<file path="config.mk">
export PLATFORM = sky130hd
export DESIGN_NAME = sb_packer_flat
export DESIGN_NICKNAME = d
export VERILOG_FILES = /design/src/rtl/sb_packer_if.sv /design/src/rtl/sb_packer.sv /design/src/flat_wrapper.sv
export SDC_FILE = /design/constraint.sdc
export NUM_CORES = 1
export LEC_CHECK = 0
export ABC_AREA = 1
export CAP_MARGIN = 30
export CORE_UTILIZATION = 60
export CTS_BUF_LIST = sky130_fd_sc_hd__clkbuf_8
export CTS_CLUSTER_SIZE = 25
export DETAILED_ROUTE_END_ITERATION = 6
export PLACE_DENSITY = 0.95
export SETUP_SLACK_MARGIN = 0.4
export SKIP_LAST_GASP = 1
export SYNTH_ARGS = -nofsm -noshare
export SYNTH_HDL_FRONTEND = slang
export SYNTH_SLANG_ARGS = --single-unit
</file>
<file path="constraint.sdc">
create_clock -name clock -period 10.2 [get_ports clock]
set_input_delay 1.02 -clock clock [delete_from_list [all_inputs] [get_ports clock]]
set_output_delay 1.02 -clock clock [all_outputs]
set_load 0.02 [all_outputs]
</file>
<file path="src/rtl/sb_packer_if.sv">
// Set-bit field bus from the header writers plus the byte-addressed write port of the packer.
// Handshake: no back-pressure; sb_enable/sb_flush are sampled every clock, wr_en is a one-cycle strobe.
interface sb_packer_if;
    logic        sb_enable;
    logic [63:0] sb_val;
    logic [63:0] sb_size_of_bit;
    logic        sb_flush;
    logic        wr_en;
    logic [31:0] wr_addr;
    logic [63:0] wr_data;
    logic [7:0]  wr_byte_en;
    logic [31:0] total_byte_size;
    logic        busy;
    logic        err;

    modport master (
        output sb_enable, sb_val, sb_size_of_bit, sb_flush,
        input  wr_en, wr_addr, wr_data, wr_byte_en, total_byte_size, busy, err
    );

    modport slave (
        input  sb_enable, sb_val, sb_size_of_bit, sb_flush,
        output wr_en, wr_addr, wr_data, wr_byte_en, total_byte_size, busy, err
    );
endinterface

</file>
<file path="src/rtl/sb_packer.sv">
// Packs MSB-first variable-length bit fields into a big-endian byte stream of 64-bit writes.
// The state is exported on dbg_state (0 = RUN, 1 = TAIL).
module sb_packer #(
    parameter logic [31:0] BASE_ADDR = 32'd0
) (
    input  logic        clock,
    input  logic        reset_n,
    sb_packer_if.slave  bus,
    output logic [0:0]  dbg_state
);
    localparam logic [0:0] ST_RUN  = 1'b0;
    localparam logic [0:0] ST_TAIL = 1'b1;

    logic [0:0]  state, state_nx;
    logic [63:0] acc, acc_nx;
    logic [5:0]  n, n_nx;
    logic [31:0] next_addr;

    logic [6:0]   size_raw, s, m;
    logic         size_bad, full;
    logic [63:0]  mask, field, rem;
    logic [7:0]   shamt;
    logic [127:0] cat;
    logic [5:0]   r;
    logic [6:0]   rem_r7, tail_r7;
    logic [3:0]   rem_nb, tail_nb;
    logic         unused_size_hi;

    logic        wr_go, busy_nx, err_set;
    logic [63:0] wr_d;
    logic [3:0]  wr_nb;

    assign unused_size_hi = |bus.sb_size_of_bit[63:7];
    assign dbg_state      = state;

    assign size_raw = bus.sb_size_of_bit[6:0];
    assign size_bad = bus.sb_enable && (size_raw > 7'd64);
    assign s        = !bus.sb_enable ? 7'd0 : (size_raw > 7'd64 ? 7'd64 : size_raw);
    assign mask     = (s == 7'd64) ? 64'hFFFF_FFFF_FFFF_FFFF : ((64'd1 << s) - 64'd1);
    assign field    = bus.sb_val & mask;
    assign m        = {1'b0, n} + s;

    // Concatenate pending bits and the new field in a 128-bit window; the top
    // word is complete whenever m reaches 64.
    assign shamt = 8'd128 - {1'b0, m};
    assign cat   = {acc, 64'd0} | ({64'd0, field} << shamt);
    assign full  = m[6];
    assign rem   = full ? cat[63:0] : cat[127:64];
    assign r     = m[5:0];

    assign rem_r7  = {1'b0, r} + 7'd7;
    assign rem_nb  = rem_r7[6:3];
    assign tail_r7 = {1'b0, n} + 7'd7;
    assign tail_nb = tail_r7[6:3];

    always_comb begin
        wr_go    = 1'b0;
        wr_d     = 64'd0;
        wr_nb    = 4'd0;
        acc_nx   = acc;
        n_nx     = n;
        state_nx = state;
        busy_nx  = 1'b0;
        err_set  = 1'b0;
        if (state == ST_TAIL) begin
            wr_go    = 1'b1;
            wr_d     = acc;
            wr_nb    = tail_nb;
            acc_nx   = 64'd0;
            n_nx     = 6'd0;
            state_nx = ST_RUN;
            busy_nx  = 1'b1;
            err_set  = bus.sb_enable | bus.sb_flush;
        end else begin
            err_set = size_bad;
            acc_nx  = rem;
            n_nx    = r;
            if (full) begin
                wr_go = 1'b1;
                wr_d  = cat[127:64];
                wr_nb = 4'd8;
            end
            if (bus.sb_flush) begin
                acc_nx = 64'd0;
                n_nx   = 6'd0;
                if (r != 6'd0) begin
                    // Only one write per cycle: a remainder behind a full word waits a cycle.
                    if (full) begin
                        acc_nx   = rem;
                        n_nx     = r;
                        state_nx = ST_TAIL;
                    end else begin
                        wr_go = 1'b1;
                        wr_d  = rem;
                        wr_nb = rem_nb;
                    end
                end
            end
        end
    end

    always_ff @(posedge clock or negedge reset_n) begin
        if (!reset_n) begin
            state               <= ST_RUN;
            acc                 <= 64'd0;
            n                   <= 6'd0;
            next_addr           <= BASE_ADDR;
            bus.wr_en           <= 1'b0;
            bus.wr_addr         <= BASE_ADDR;
            bus.wr_data         <= 64'd0;
            bus.wr_byte_en      <= 8'd0;
            bus.total_byte_size <= 32'd0;
            bus.busy            <= 1'b0;
            bus.err             <= 1'b0;
        end else begin
            state          <= state_nx;
            acc            <= acc_nx;
            n              <= n_nx;
            bus.busy       <= busy_nx;
            bus.wr_en      <= wr_go;
            bus.wr_data    <= wr_go ? wr_d : 64'd0;
            bus.wr_byte_en <= wr_go ? ~(8'hFF >> wr_nb) : 8'd0;
            if (err_set) begin
                bus.err <= 1'b1;
            end
            if (wr_go) begin
                bus.wr_addr         <= next_addr;
                next_addr           <= next_addr + {28'd0, wr_nb};
                bus.total_byte_size <= bus.total_byte_size + {28'd0, wr_nb};
            end
        end
    end
endmodule

</file>
<file path="src/flat_wrapper.sv">
// flat-port wrapper written by rule: the top's interface ports become plain ports
module sb_packer_flat 
#(
    parameter logic [31:0] BASE_ADDR = 32'd0
)
  (clock, reset_n, dbg_state, bus_sb_enable, bus_sb_val, bus_sb_size_of_bit, bus_sb_flush, bus_wr_en, bus_wr_addr, bus_wr_data, bus_wr_byte_en, bus_total_byte_size, bus_busy, bus_err);
  sb_packer_if bus_i ();
  input  logic clock;
  input  logic reset_n;
  output logic [0:0] dbg_state;
  input wire logic [$bits(bus_i.sb_enable)-1:0] bus_sb_enable;
  input wire logic [$bits(bus_i.sb_val)-1:0] bus_sb_val;
  input wire logic [$bits(bus_i.sb_size_of_bit)-1:0] bus_sb_size_of_bit;
  input wire logic [$bits(bus_i.sb_flush)-1:0] bus_sb_flush;
  output wire logic [$bits(bus_i.wr_en)-1:0] bus_wr_en;
  output wire logic [$bits(bus_i.wr_addr)-1:0] bus_wr_addr;
  output wire logic [$bits(bus_i.wr_data)-1:0] bus_wr_data;
  output wire logic [$bits(bus_i.wr_byte_en)-1:0] bus_wr_byte_en;
  output wire logic [$bits(bus_i.total_byte_size)-1:0] bus_total_byte_size;
  output wire logic [$bits(bus_i.busy)-1:0] bus_busy;
  output wire logic [$bits(bus_i.err)-1:0] bus_err;
  assign bus_i.sb_enable = bus_sb_enable;
  assign bus_i.sb_val = bus_sb_val;
  assign bus_i.sb_size_of_bit = bus_sb_size_of_bit;
  assign bus_i.sb_flush = bus_sb_flush;
  assign bus_wr_en = bus_i.wr_en;
  assign bus_wr_addr = bus_i.wr_addr;
  assign bus_wr_data = bus_i.wr_data;
  assign bus_wr_byte_en = bus_i.wr_byte_en;
  assign bus_total_byte_size = bus_i.total_byte_size;
  assign bus_busy = bus_i.busy;
  assign bus_err = bus_i.err;
  sb_packer #(.BASE_ADDR(BASE_ADDR)) u_core (.clock(clock), .reset_n(reset_n), .bus(bus_i), .dbg_state(dbg_state));
endmodule
</file>
==> report_table.html, run 1 <==
<table>
<tr><th>Metric</th><th>Value</th></tr>
<tr><th colspan="2">Clock network</th></tr>
<tr><td>Clock Sink Count</td><td>roughly 240</td></tr>
<tr><td>Clock tree from TritonCTS</td><td>built</td></tr>
<tr><td>Root Buffer</td><td>sky130_fd_sc_hd__clkbuf_8</td></tr>
<tr><td>Hold_buf cts</td><td>0</td></tr>
<tr><td>Number of buffers added by the clock tree synthesis step</td><td>40</td></tr>
<tr><td>CTS max path bufs</td><td>3</td></tr>
<tr><td>Cts repair resizes</td><td>0</td></tr>
<tr><td>H-tree levels</td><td>2</td></tr>
<tr><td>Number of setup buffers added after CTS</td><td>0</td></tr>
<tr><td>Insertion delay to the later sink of the worst-skew pair</td><td>around 0.57 ns</td></tr>
<tr><td>Clock transition at path regs</td><td>approximately 0.070 ns</td></tr>
<tr><th colspan="2">STA</th></tr>
<tr><td>Number of hold violations in the final report</td><td>0</td></tr>
<tr><td>Setup-violating endpoint count in the final report</td><td>0</td></tr>
<tr><td>Final worst path period need</td><td>a little over 8 ns</td></tr>
<tr><td>Setup Skew</td><td>~0.029 ns</td></tr>
<tr><td>Post-Route Setup TNS</td><td>0 ns</td></tr>
<tr><td>Max Clock Freq</td><td>120.6 MHz</td></tr>
<tr><td>Ratio of final minimum period to clock period</td><td>about four fifths</td></tr>
<tr><td>Setup repair after global routing missed its margin</td><td>false</td></tr>
<tr><td>Relative slew margins</td><td>~30%</td></tr>
<tr><td>Worst Hold Slack</td><td>0.4430 ns</td></tr>
<tr><td>Pin slew with the least headroom to its limit</td><td>between 1 and 1.5 ns</td></tr>
<tr><td>Fin. max-slew vios</td><td>0</td></tr>
<tr><th colspan="2">Synthesis</th></tr>
<tr><td>Xor and xnor fraction of the mapped netlist area</td><td>3.142%</td></tr>
<tr><td>Share of the synthesized area in compound gates (AO/OA/AOI/OAI)</td><td>under 10%</td></tr>
<tr><td>Leading register cell type out of synthesis</td><td>sky130_fd_sc_hd__dfrtp_1</td></tr>
<tr><td>Post-synthesis share of cell area spent on and, or, nand and nor gates</td><td>just under 50%</td></tr>
<tr><td>Sequential element share of the synthesized area</td><td>between 30% and 40%</td></tr>
<tr><td>Dominant combinational cell family by area after synthesis</td><td>simple AND/OR/NAND/NOR gates</td></tr>
<tr><td>Post-synth cell types</td><td>about 50</td></tr>
<tr><td>Synth Instances</td><td>3034</td></tr>
<tr><td>Average instance area after synthesis</td><td>roughly 6.3 sq um</td></tr>
<tr><td>EDFF count, synth</td><td>0</td></tr>
<tr><td>Synthesis Warnings</td><td>0</td></tr>
<tr><td>Area share of fa/ha/maj cells after synthesis</td><td>under 10%</td></tr>
<tr><td>Mux cell area share after synthesis</td><td>0%</td></tr>
<tr><td>Syn Nets</td><td>between 3000 and 4000</td></tr>
<tr><td>Number of storage elements in the synthesis netlist</td><td>approximately 240</td></tr>
<tr><td>Summed instance area of the synthesized netlist</td><td>19190 sq um</td></tr>
<tr><td>Post-synthesis async set-or-reset flop share</td><td>between 90% and 100%</td></tr>
<tr><th colspan="2">Power and ir drop</th></tr>
<tr><td>Power density normalized to cell area</td><td>between 200 and 300 nW/um^2</td></tr>
<tr><td>Power after layout</td><td>approximately 6.6 mW</td></tr>
<tr><td>Largest vdd supply drop</td><td>between 0.0002 and 0.00025 V</td></tr>
<tr><td>Leak Pwr</td><td>11.50 nW</td></tr>
<tr><th colspan="2">Status</th></tr>
<tr><td>Result of the run</td><td>finished, violations left</td></tr>
<tr><td>Failing checks</td><td>DRC</td></tr>
<tr><th colspan="2">Finish</th></tr>
<tr><td>Leading cell type in the layout, fill and taps excluded</td><td>sky130_fd_sc_hd__nand2_1</td></tr>
<tr><td>Number of antenna diodes</td><td>0</td></tr>
<tr><td>Layout Cell Area excl Fill</td><td>22160 sq um</td></tr>
<tr><td>Number of standard cells in the final layout excluding fillers</td><td>roughly 3600</td></tr>
<tr><td>Most used cells in the layout excluding fill and tap cells</td><td>919 x sky130_fd_sc_hd__nand2_1, 634 x sky130_fd_sc_hd__nand3_1, 241 x sky130_fd_sc_hd__nor2_1, 241 x sky130_fd_sc_hd__dfrtp_1, 213 x sky130_fd_sc_hd__clkdlybuf4s50_1</td></tr>
<tr><td>Fraction of final layout cells sized beyond drive strength 1</td><td>under 10%</td></tr>
<tr><td>Post-layout net count</td><td>~3300</td></tr>
<tr><td>Syn-to-layout area delta</td><td>15.44%</td></tr>
<tr><th colspan="2">Job</th></tr>
<tr><td>Number of maximum-capacitance violations</td><td>0</td></tr>
<tr><th colspan="2">Setup path</th></tr>
<tr><td>Highest net fanout along the worst path</td><td>35</td></tr>
<tr><td>Worst setup EP type</td><td>flop</td></tr>
<tr><td>Required time of the worst setup path</td><td>10.67 ns</td></tr>
<tr><td>Startpoint type of the worst setup path</td><td>input pin</td></tr>
<tr><td>Data arrival at the endpoint of the critical path</td><td>between 8 and 9 ns</td></tr>
<tr><td>Crit Path Class</td><td>input pin to flop</td></tr>
<tr><th colspan="2">Detailed routing</th></tr>
<tr><td>Detail Route met3 WL</td><td>between 8000 and 9000 um</td></tr>
<tr><td>Met2 Routed Length</td><td>33520 um</td></tr>
<tr><td>Final routed DRC violation total</td><td>1</td></tr>
<tr><td>Pre-antenna DRT Iters</td><td>7</td></tr>
<tr><td>Highest Signal Layer</td><td>met4</td></tr>
<tr><td>Detailed Route Iter0 Violations</td><td>3917</td></tr>
<tr><td>Overall via count from detail_route</td><td>23109</td></tr>
<tr><td>Routed metal-1 wirelength</td><td>~29000 um</td></tr>
<tr><td>Antenna violation net count after detailed routing</td><td>0</td></tr>
<tr><td>Post-detailed-route via-to-cell ratio</td><td>about 6.5</td></tr>
<tr><td>Average wire per standard cell</td><td>between 20 and 25 um</td></tr>
<tr><td>Final wirelength</td><td>76560 um</td></tr>
<tr><th colspan="2">Floorplanning</th></tr>
<tr><td>Core region area</td><td>31470 sq um</td></tr>
<tr><td>Top-Level Pins</td><td>272</td></tr>
<tr><td>Number of rows created at floorplan</td><td>65</td></tr>
<tr><td>Initial Utilization</td><td>between 60% and 70%</td></tr>
<tr><td>DIE AREA</td><td>about 33000 sq um</td></tr>
<tr><td>Horizontal die dimension</td><td>approximately 180 um</td></tr>
<tr><td>Chip height</td><td>between 150 and 200 um</td></tr>
<tr><th colspan="2">Global routing</th></tr>
<tr><td>Total routing resource utilization after global routing</td><td>45.90%</td></tr>
<tr><td>Number of antenna violations at the first check in global routing</td><td>0</td></tr>
<tr><td>Number of global-route vias before repair</td><td>about 21000</td></tr>
<tr><td>First-pass GRT wire length</td><td>118200 um</td></tr>
<tr><td>Largest net degree at the start of global routing</td><td>89</td></tr>
<tr><td>Total grt overflow</td><td>0</td></tr>
<tr><th colspan="2">Placed design</th></tr>
<tr><td>Area after DPL</td><td>approximately 21000 sq um</td></tr>
<tr><td>IO Port Bufs</td><td>214</td></tr>
<tr><td>Final RePlAce weighted congestion</td><td>around 1.0</td></tr>
<tr><td>Sum of net half-perimeters after detailed placement</td><td>53460 um</td></tr>
<tr><td>Number of cells after detailed placement</td><td>3498</td></tr>
<tr><th colspan="2">Hold path</th></tr>
<tr><td>Type of the worst min-delay path</td><td>input pin to asynchronous set/reset pin</td></tr>
</table>
==> where the power goes <==
group	switching (mW)	internal (mW)	leakage [nW]
clock network	0.427	0.469	0.464
logic	3.05	1.25	7.91
registers	0.147	1.23	3.13
total	3.62	2.95	11.5
==> Yosys cell counts (5+ instances only) <==
| cell type | instances | area [sq um] |
|---|---|---|
| sky130_fd_sc_hd__nand2_2 | 5 | 31.28 |
| sky130_fd_sc_hd__buf_2 | 31 | 155.2 |
| sky130_fd_sc_hd__a21oi_1 | 119 | 595.6 |
| sky130_fd_sc_hd__nand4_2 | 6 | 75.07 |
| sky130_fd_sc_hd__o211ai_1 | 15 | 112.6 |
| sky130_fd_sc_hd__o21bai_1 | 18 | 135.1 |
| sky130_fd_sc_hd__nand4_1 | 141 | 882.1 |
| sky130_fd_sc_hd__nand3_1 | 634 | 3173 |
| sky130_fd_sc_hd__buf_6 | 5 | 56.30 |
| sky130_fd_sc_hd__nor2_1 | 245 | 919.6 |
| sky130_fd_sc_hd__and2_1 | 5 | 31.28 |
| sky130_fd_sc_hd__inv_1 | 174 | 653.1 |
| sky130_fd_sc_hd__inv_2 | 16 | 60.06 |
| sky130_fd_sc_hd__clkbuf_1 | 103 | 386.6 |
| sky130_fd_sc_hd__or2_2 | 9 | 56.30 |
| sky130_fd_sc_hd__xnor2_1 | 20 | 175.2 |
| sky130_fd_sc_hd__nand2_1 | 921 | 3457 |
| sky130_fd_sc_hd__xor2_1 | 47 | 411.6 |
| sky130_fd_sc_hd__buf_1 | 32 | 120.1 |
| sky130_fd_sc_hd__o21ai_1 | 53 | 265.3 |
| sky130_fd_sc_hd__nor3_1 | 20 | 100.1 |
| sky130_fd_sc_hd__o21ai_0 | 72 | 360.4 |
| sky130_fd_sc_hd__dfrtp_1 | 242 | 6056 |
| sky130_fd_sc_hd__nor2_2 | 24 | 150.1 |
| sky130_fd_sc_hd__nor3_2 | 8 | 80.08 |
| sky130_fd_sc_hd__ha_1 | 16 | 200.2 |
==> path summary, 6_finish.rpt <==
path	startpoint	endpoint	slack [ns]	cells past startpoint
worst max-delay path	bus_sb_enable	u_core.next_addr[30]	1.91	27
worst min-delay path	reset_n	u_core.acc[53]	0.44	1
worst max register to register	u_core.n[0]	u_core.next_addr[30]	4.20	27
worst min register to register	u_core.bus.total_byte_size[31]	u_core.bus.total_byte_size[31]	0.46	1
max in group asynchronous	reset_n	u_core.bus.total_byte_size[7]	8.26	2
min in group clock	u_core.bus.total_byte_size[31]	u_core.bus.total_byte_size[31]	0.46	1
==> worst max-delay path: stages <==
cell and delay (ns):
sky130_fd_sc_hd__clkdlybuf4s50_1 0.74, sky130_fd_sc_hd__nand3_2 0.73, sky130_fd_sc_hd__inv_2 0.83, sky130_fd_sc_hd__ha_1 0.40, sky130_fd_sc_hd__inv_2 0.09, sky130_fd_sc_hd__o21ai_1 0.07
sky130_fd_sc_hd__a31oi_1 0.27, sky130_fd_sc_hd__nor2_1 0.09, sky130_fd_sc_hd__nor2_1 0.13, sky130_fd_sc_hd__o21bai_1 0.14, sky130_fd_sc_hd__xor2_1 0.52, sky130_fd_sc_hd__nand2_1 0.24
sky130_fd_sc_hd__o31ai_1 0.65, sky130_fd_sc_hd__ha_1 0.34, sky130_fd_sc_hd__fa_1 0.24, sky130_fd_sc_hd__a21o_1 0.12, sky130_fd_sc_hd__a21oi_1 0.06, sky130_fd_sc_hd__nor2_2 0.14
sky130_fd_sc_hd__nand2_1 0.12, sky130_fd_sc_hd__nor2_2 0.19, sky130_fd_sc_hd__nand3_1 0.19, sky130_fd_sc_hd__nor4_2 0.33, sky130_fd_sc_hd__nand3_1 0.30, sky130_fd_sc_hd__nor2_2 0.23
sky130_fd_sc_hd__nand2_1 0.14, sky130_fd_sc_hd__nor3_2 0.18, sky130_fd_sc_hd__xor2_1 0.23
==> state kept, by name, indices dropped and copies added (netlist names), 6 cells and up <==
register	count
u_core.acc	64
u_core.bus.total_byte_size	32
u_core.bus.wr_addr	32
u_core.bus.wr_byte_en	8
u_core.bus.wr_data	64
u_core.n	6
u_core.next_addr	32
==> per-stage QoR <==
step                      setup WS [ns]  utilization, %
final                             1.911           70.40
after global routing              1.563           70.40
after CTS                         2.169           70.31
after detailed placement          1.979           67.73
after global placement            2.312           67.73
after floorplan                   4.728               -
==> logic make-up (layout without fill, tap and decap cells) <==
logic type,after synthesis,after routing
flops,242,242
compound gates,292,292
buf+inv,369,503
fa+ha+maj,19,19
simple gates,2044,2044
xor+xnor,68,68
==> metal layers <==
layer / vias up / GRT usage [%]
met5: - / 0
met4: 0 / 26.60
met3: 361 / 9.675
met2: 1816 / 70.35
met1: 10564 / 60.10
li1: 10368 / -
==> final cells by class <==
type                            count  area [sq um]
Sequential cell                   242          6057
Fill cell                        2563          9318
Multi-Input combinational cell   2423         11710
Tap cell                          402         503.0
Clock inverter                     21         122.6
Clock buffer                       50         688.2
Inverter                          195         738.2
Timing Repair Buffer              237          2340
Note: power is estimated with default switching activity, not from simulation.
==> run 2: changes to the inputs <==
Settings changed: CORE_UTILIZATION 60 to 58, PLACE_DENSITY 0.95 to 0.94.
Clock period 10.2 ns to 8.4 ns, I/O delays scaled along.
==> report_table.html, run 2 (same netlist as run 1, synthesis figures left out) <==
<table>
<tr><th>Metric</th><th>Value</th></tr>
<tr><th colspan="2">Status</th></tr>
<tr><td>Result of the run</td><td>finished, violations left (unchanged)</td></tr>
<tr><td>Failing checks</td><td>DRC (unchanged)</td></tr>
<tr><th colspan="2">Clock network</th></tr>
<tr><td>Hold_buf cts</td><td>0 (unchanged)</td></tr>
<tr><td>Clock tree from TritonCTS</td><td>built (unchanged)</td></tr>
<tr><td>Number of setup buffers added after CTS</td><td>0 (unchanged)</td></tr>
<tr><td>Insertion delay to the later sink of the worst-skew pair</td><td>0.61 ns (was 0.57 ns)</td></tr>
<tr><td>Root Buffer</td><td>sky130_fd_sc_hd__clkbuf_8 (unchanged)</td></tr>
<tr><td>Number of buffers added by the clock tree synthesis step</td><td>39 (was 40)</td></tr>
<tr><td>H-tree levels</td><td>2 (unchanged)</td></tr>
<tr><td>Clock Sink Count</td><td>242 (unchanged)</td></tr>
<tr><td>CTS max path bufs</td><td>3 (unchanged)</td></tr>
<tr><td>Clock transition at path regs</td><td>0.07 ns (about the same)</td></tr>
<tr><td>Cts repair resizes</td><td>0 (unchanged)</td></tr>
<tr><th colspan="2">Global routing</th></tr>
<tr><td>Number of antenna violations at the first check in global routing</td><td>1 (was 0)</td></tr>
<tr><td>Largest net degree at the start of global routing</td><td>135 (was 89)</td></tr>
<tr><td>First-pass GRT wire length</td><td>117300 um (was 118200 um)</td></tr>
<tr><td>Total routing resource utilization after global routing</td><td>44.97% (was 45.90%)</td></tr>
<tr><td>Number of global-route vias before repair</td><td>20903 (was 21312)</td></tr>
<tr><td>Total grt overflow</td><td>0 (unchanged)</td></tr>
<tr><th colspan="2">Finish</th></tr>
<tr><td>Syn-to-layout area delta</td><td>15.81% (was 15.44%)</td></tr>
<tr><td>Final core utilization</td><td>68.32% (was 70.40%)</td></tr>
<tr><td>Largest registers ranked by flip-flop count</td><td>u_core.acc (64), u_core.bus.wr_data (64) (unchanged)</td></tr>
<tr><td>Leading cell type in the layout, fill and taps excluded</td><td>sky130_fd_sc_hd__nand2_1 (unchanged)</td></tr>
<tr><td>Post-layout net count</td><td>3291 (was 3290)</td></tr>
<tr><td>Number of standard cells in the final layout excluding fillers</td><td>3611 (was 3570)</td></tr>
<tr><td>Most used cells in the layout excluding fill and tap cells</td><td>919 x sky130_fd_sc_hd__nand2_1, 634 x sky130_fd_sc_hd__nand3_1, 241 x sky130_fd_sc_hd__nor2_1, 241 x sky130_fd_sc_hd__dfrtp_1, 213 x sky130_fd_sc_hd__clkdlybuf4s50_1 (unchanged)</td></tr>
<tr><td>Number of antenna diodes</td><td>0 (unchanged)</td></tr>
<tr><td>Fraction of final layout cells sized beyond drive strength 1</td><td>5.775% (was 5.871%)</td></tr>
<tr><th colspan="2">Placed design</th></tr>
<tr><td>Final RePlAce weighted congestion</td><td>1.039 (about the same)</td></tr>
<tr><td>IO Port Bufs</td><td>214 (unchanged)</td></tr>
<tr><td>Number of cells after detailed placement</td><td>3540 (was 3498)</td></tr>
<tr><td>Sum of net half-perimeters after detailed placement</td><td>54070 um (was 53460 um)</td></tr>
<tr><th colspan="2">Setup path</th></tr>
<tr><td>Crit-path max cell delay</td><td>0.76 ns (was 0.83 ns)</td></tr>
<tr><td>Highest net fanout along the worst path</td><td>33 (was 35)</td></tr>
<tr><td>Count of buffering cells on the critical path with inverters included</td><td>3 (unchanged)</td></tr>
<tr><td>Crit path cell chain</td><td>clkdlybuf4s50_1, nand3_2, inv_2, ha_1, inv_1, o21bai_1, xor2_1, nand2_1, o31ai_1, ha_1, fa_1, a21o_1, a21oi_1, nor2_2, nand2_1, nor2_2, nand3_1, nor4_2, nand3_1, nor2_2, nand2_1, nor3_2, xor2_1</td></tr>
<tr><td>Slowest cell on the critical path</td><td>sky130_fd_sc_hd__clkdlybuf4s50_1 (was sky130_fd_sc_hd__inv_2)</td></tr>
<tr><td>Data arrival at the endpoint of the critical path</td><td>7.80 ns (was 8.76 ns)</td></tr>
<tr><td>Startpoint type of the worst setup path</td><td>input pin (unchanged)</td></tr>
<tr><td>Required time of the worst setup path</td><td>8.91 ns (was 10.67 ns)</td></tr>
<tr><td>Gate family responsible for the most delay along the worst path</td><td>simple AND/OR/NAND/NOR gates (unchanged)</td></tr>
<tr><td>Crit Path Class</td><td>input pin to flop (unchanged)</td></tr>
<tr><td>Worst setup EP type</td><td>flop (unchanged)</td></tr>
<tr><th colspan="2">STA</th></tr>
<tr><td>Ratio of final minimum period to clock period</td><td>86.74%</td></tr>
<tr><td>Final worst path period need</td><td>~7.3 ns</td></tr>
<tr><td>Setup Skew</td><td>0.01889 ns (was 0.02914 ns)</td></tr>
<tr><td>Pin slew with the least headroom to its limit</td><td>1.051 ns (was 1.053 ns)</td></tr>
<tr><td>Number of hold violations in the final report</td><td>0 (unchanged)</td></tr>
<tr><td>Post-Route Setup TNS</td><td>0 ns (unchanged)</td></tr>
<tr><td>Fin. max-slew vios</td><td>0 (unchanged)</td></tr>
<tr><td>Relative slew margins</td><td>29.97% (was 29.74%)</td></tr>
<tr><td>Setup repair after global routing missed its margin</td><td>false (unchanged)</td></tr>
<tr><td>Setup-violating endpoint count in the final report</td><td>0 (unchanged)</td></tr>
<tr><td>Max Clock Freq</td><td>about 140 MHz</td></tr>
<tr><th colspan="2">Floorplanning</th></tr>
<tr><td>Core region area</td><td>32540 sq um (was 31470 sq um)</td></tr>
<tr><td>Horizontal die dimension</td><td>183.9 um (was 180.9 um)</td></tr>
<tr><td>Chip height</td><td>183.9 um (was 180.9 um)</td></tr>
<tr><td>Number of rows created at floorplan</td><td>66 (was 65)</td></tr>
<tr><td>DIE AREA</td><td>33820 sq um (was 32710 sq um)</td></tr>
<tr><td>Top-Level Pins</td><td>272 (unchanged)</td></tr>
<tr><td>Initial Utilization</td><td>58.99% (was 60.98%)</td></tr>
<tr><th colspan="2">Power and ir drop</th></tr>
<tr><td>Power density normalized to cell area</td><td>360.3 nW/um^2 (was 296.9 nW/um^2)</td></tr>
<tr><td>Largest vdd supply drop</td><td>0.0002978 V (was 0.0002011 V)</td></tr>
<tr><td>Leak Pwr</td><td>11.52 nW (was 11.50 nW)</td></tr>
<tr><th colspan="2">Detailed routing</th></tr>
<tr><td>Detailed Route Iter0 Violations</td><td>3185 (was 3917)</td></tr>
<tr><td>Final routed DRC violation total</td><td>1 (unchanged)</td></tr>
<tr><td>Pre-antenna DRT Iters</td><td>7 (unchanged)</td></tr>
<tr><td>Average wire per standard cell</td><td>21.18 um (was 21.45 um)</td></tr>
<tr><td>Final wirelength</td><td>76470 um (was 76560 um)</td></tr>
<tr><td>Antenna violation net count after detailed routing</td><td>0 (unchanged)</td></tr>
<tr><td>Overall via count from detail_route</td><td>22895 (was 23109)</td></tr>
<tr><td>Post-detailed-route via-to-cell ratio</td><td>6.340 (was 6.473)</td></tr>
<tr><th colspan="2">Hold path</th></tr>
<tr><td>Type of the worst min-delay path</td><td>input pin to asynchronous set/reset pin (unchanged)</td></tr>
<tr><th colspan="2">Job</th></tr>
<tr><td>Number of maximum-capacitance violations</td><td>0 (unchanged)</td></tr>
</table>
==> run 2: changes by cell type in the layout (fill, tap and decap cells not counted) <==
cell,delta
sky130_fd_sc_hd__buf_4,+2
sky130_fd_sc_hd__bufinv_16,+1
sky130_fd_sc_hd__clkbuf_8,-1
sky130_fd_sc_hd__clkinv_2,-4
sky130_fd_sc_hd__inv_1,+4
sky130_fd_sc_hd__inv_2,-1
==> run 2: final timing paths <==
kind                                                startpoint                              to  slack [ns]  cells after the start
worst max-delay path                             bus_sb_enable            u_core.next_addr[30]        1.11                     23
worst min-delay path                                   reset_n          u_core.bus.wr_data[50]        0.32                      1
worst max register to register                     u_core.n[0]            u_core.next_addr[30]        2.57                     23
worst min register to register  u_core.bus.total_byte_size[31]  u_core.bus.total_byte_size[31]        0.49                      1
max in group asynchronous                              reset_n                u_core.dbg_state        6.54                      2
min in group clock              u_core.bus.total_byte_size[31]  u_core.bus.total_byte_size[31]        0.49                      1
==> run 2: layout make-up <==
type	instances	area [sq um]
multi-input combinational	2423	11710
fill	2752	10310
sequential	242	6057
timing repair buffer	239	2355
inverter	195	738.2
clock buffer	49	674.4
tap	442	553.0
clock inverter	21	143.9
==> run 2: metrics by stage <==
| step | total power [mW] | hold WS (ns) | worst slack [ns] | cell area, sq um |
|---|---|---|---|---|
| floorplan | 4.962 | 0.4416 | 3.108 | 19190 |
| global placement | 6.514 | 0.4567 | 1.411 | 21380 |
| detailed placement | 6.631 | 0.4657 | 0.9921 | 21380 |
| CTS | 7.753 | 0.3874 | 1.300 | 22200 |
| global route | 8.482 | 0.4483 | 0.6975 | 22230 |
| finish | 8.009 | 0.3219 | 1.114 | 22230 |
==> run 2: layer usage <==
layer / vias up / global-route usage [%] / routed length (um)
met4: 2 / 24.90 / 4653
met5: - / 0 / 58
met2: 1674 / 68.67 / 33640
met1: 10543 / 58.65 / 29610
met3: 303 / 10.54 / 8507
li1: 10373 / - / -
==> run 2: worst register-to-register path: stages (launching register included) <==
cell and delay, ns:
sky130_fd_sc_hd__dfrtp_1 0.41, sky130_fd_sc_hd__ha_2 0.21, sky130_fd_sc_hd__fa_1 0.44, sky130_fd_sc_hd__a31oi_1 0.26
sky130_fd_sc_hd__nor2_1 0.07, sky130_fd_sc_hd__nor2_1 0.10, sky130_fd_sc_hd__o21bai_1 0.10, sky130_fd_sc_hd__xor2_1 0.51
sky130_fd_sc_hd__nand2_1 0.29, sky130_fd_sc_hd__o31ai_1 0.67, sky130_fd_sc_hd__ha_1 0.33, sky130_fd_sc_hd__fa_1 0.25
sky130_fd_sc_hd__a21o_1 0.18, sky130_fd_sc_hd__a21oi_1 0.09, sky130_fd_sc_hd__nor2_2 0.14, sky130_fd_sc_hd__nand2_1 0.12
sky130_fd_sc_hd__nor2_2 0.18, sky130_fd_sc_hd__nand3_1 0.19, sky130_fd_sc_hd__nor4_2 0.28, sky130_fd_sc_hd__nand3_1 0.25
sky130_fd_sc_hd__nor2_2 0.18, sky130_fd_sc_hd__nand2_1 0.12, sky130_fd_sc_hd__nor3_2 0.19, sky130_fd_sc_hd__xor2_1 0.20
==> run 2: report_power, final <==
group | leakage (nW) | switching (mW) | internal, mW
logic | 7.92 | 3.71 | 1.54
registers | 3.13 | 0.180 | 1.49
clock network | 0.472 | 0.500 | 0.588
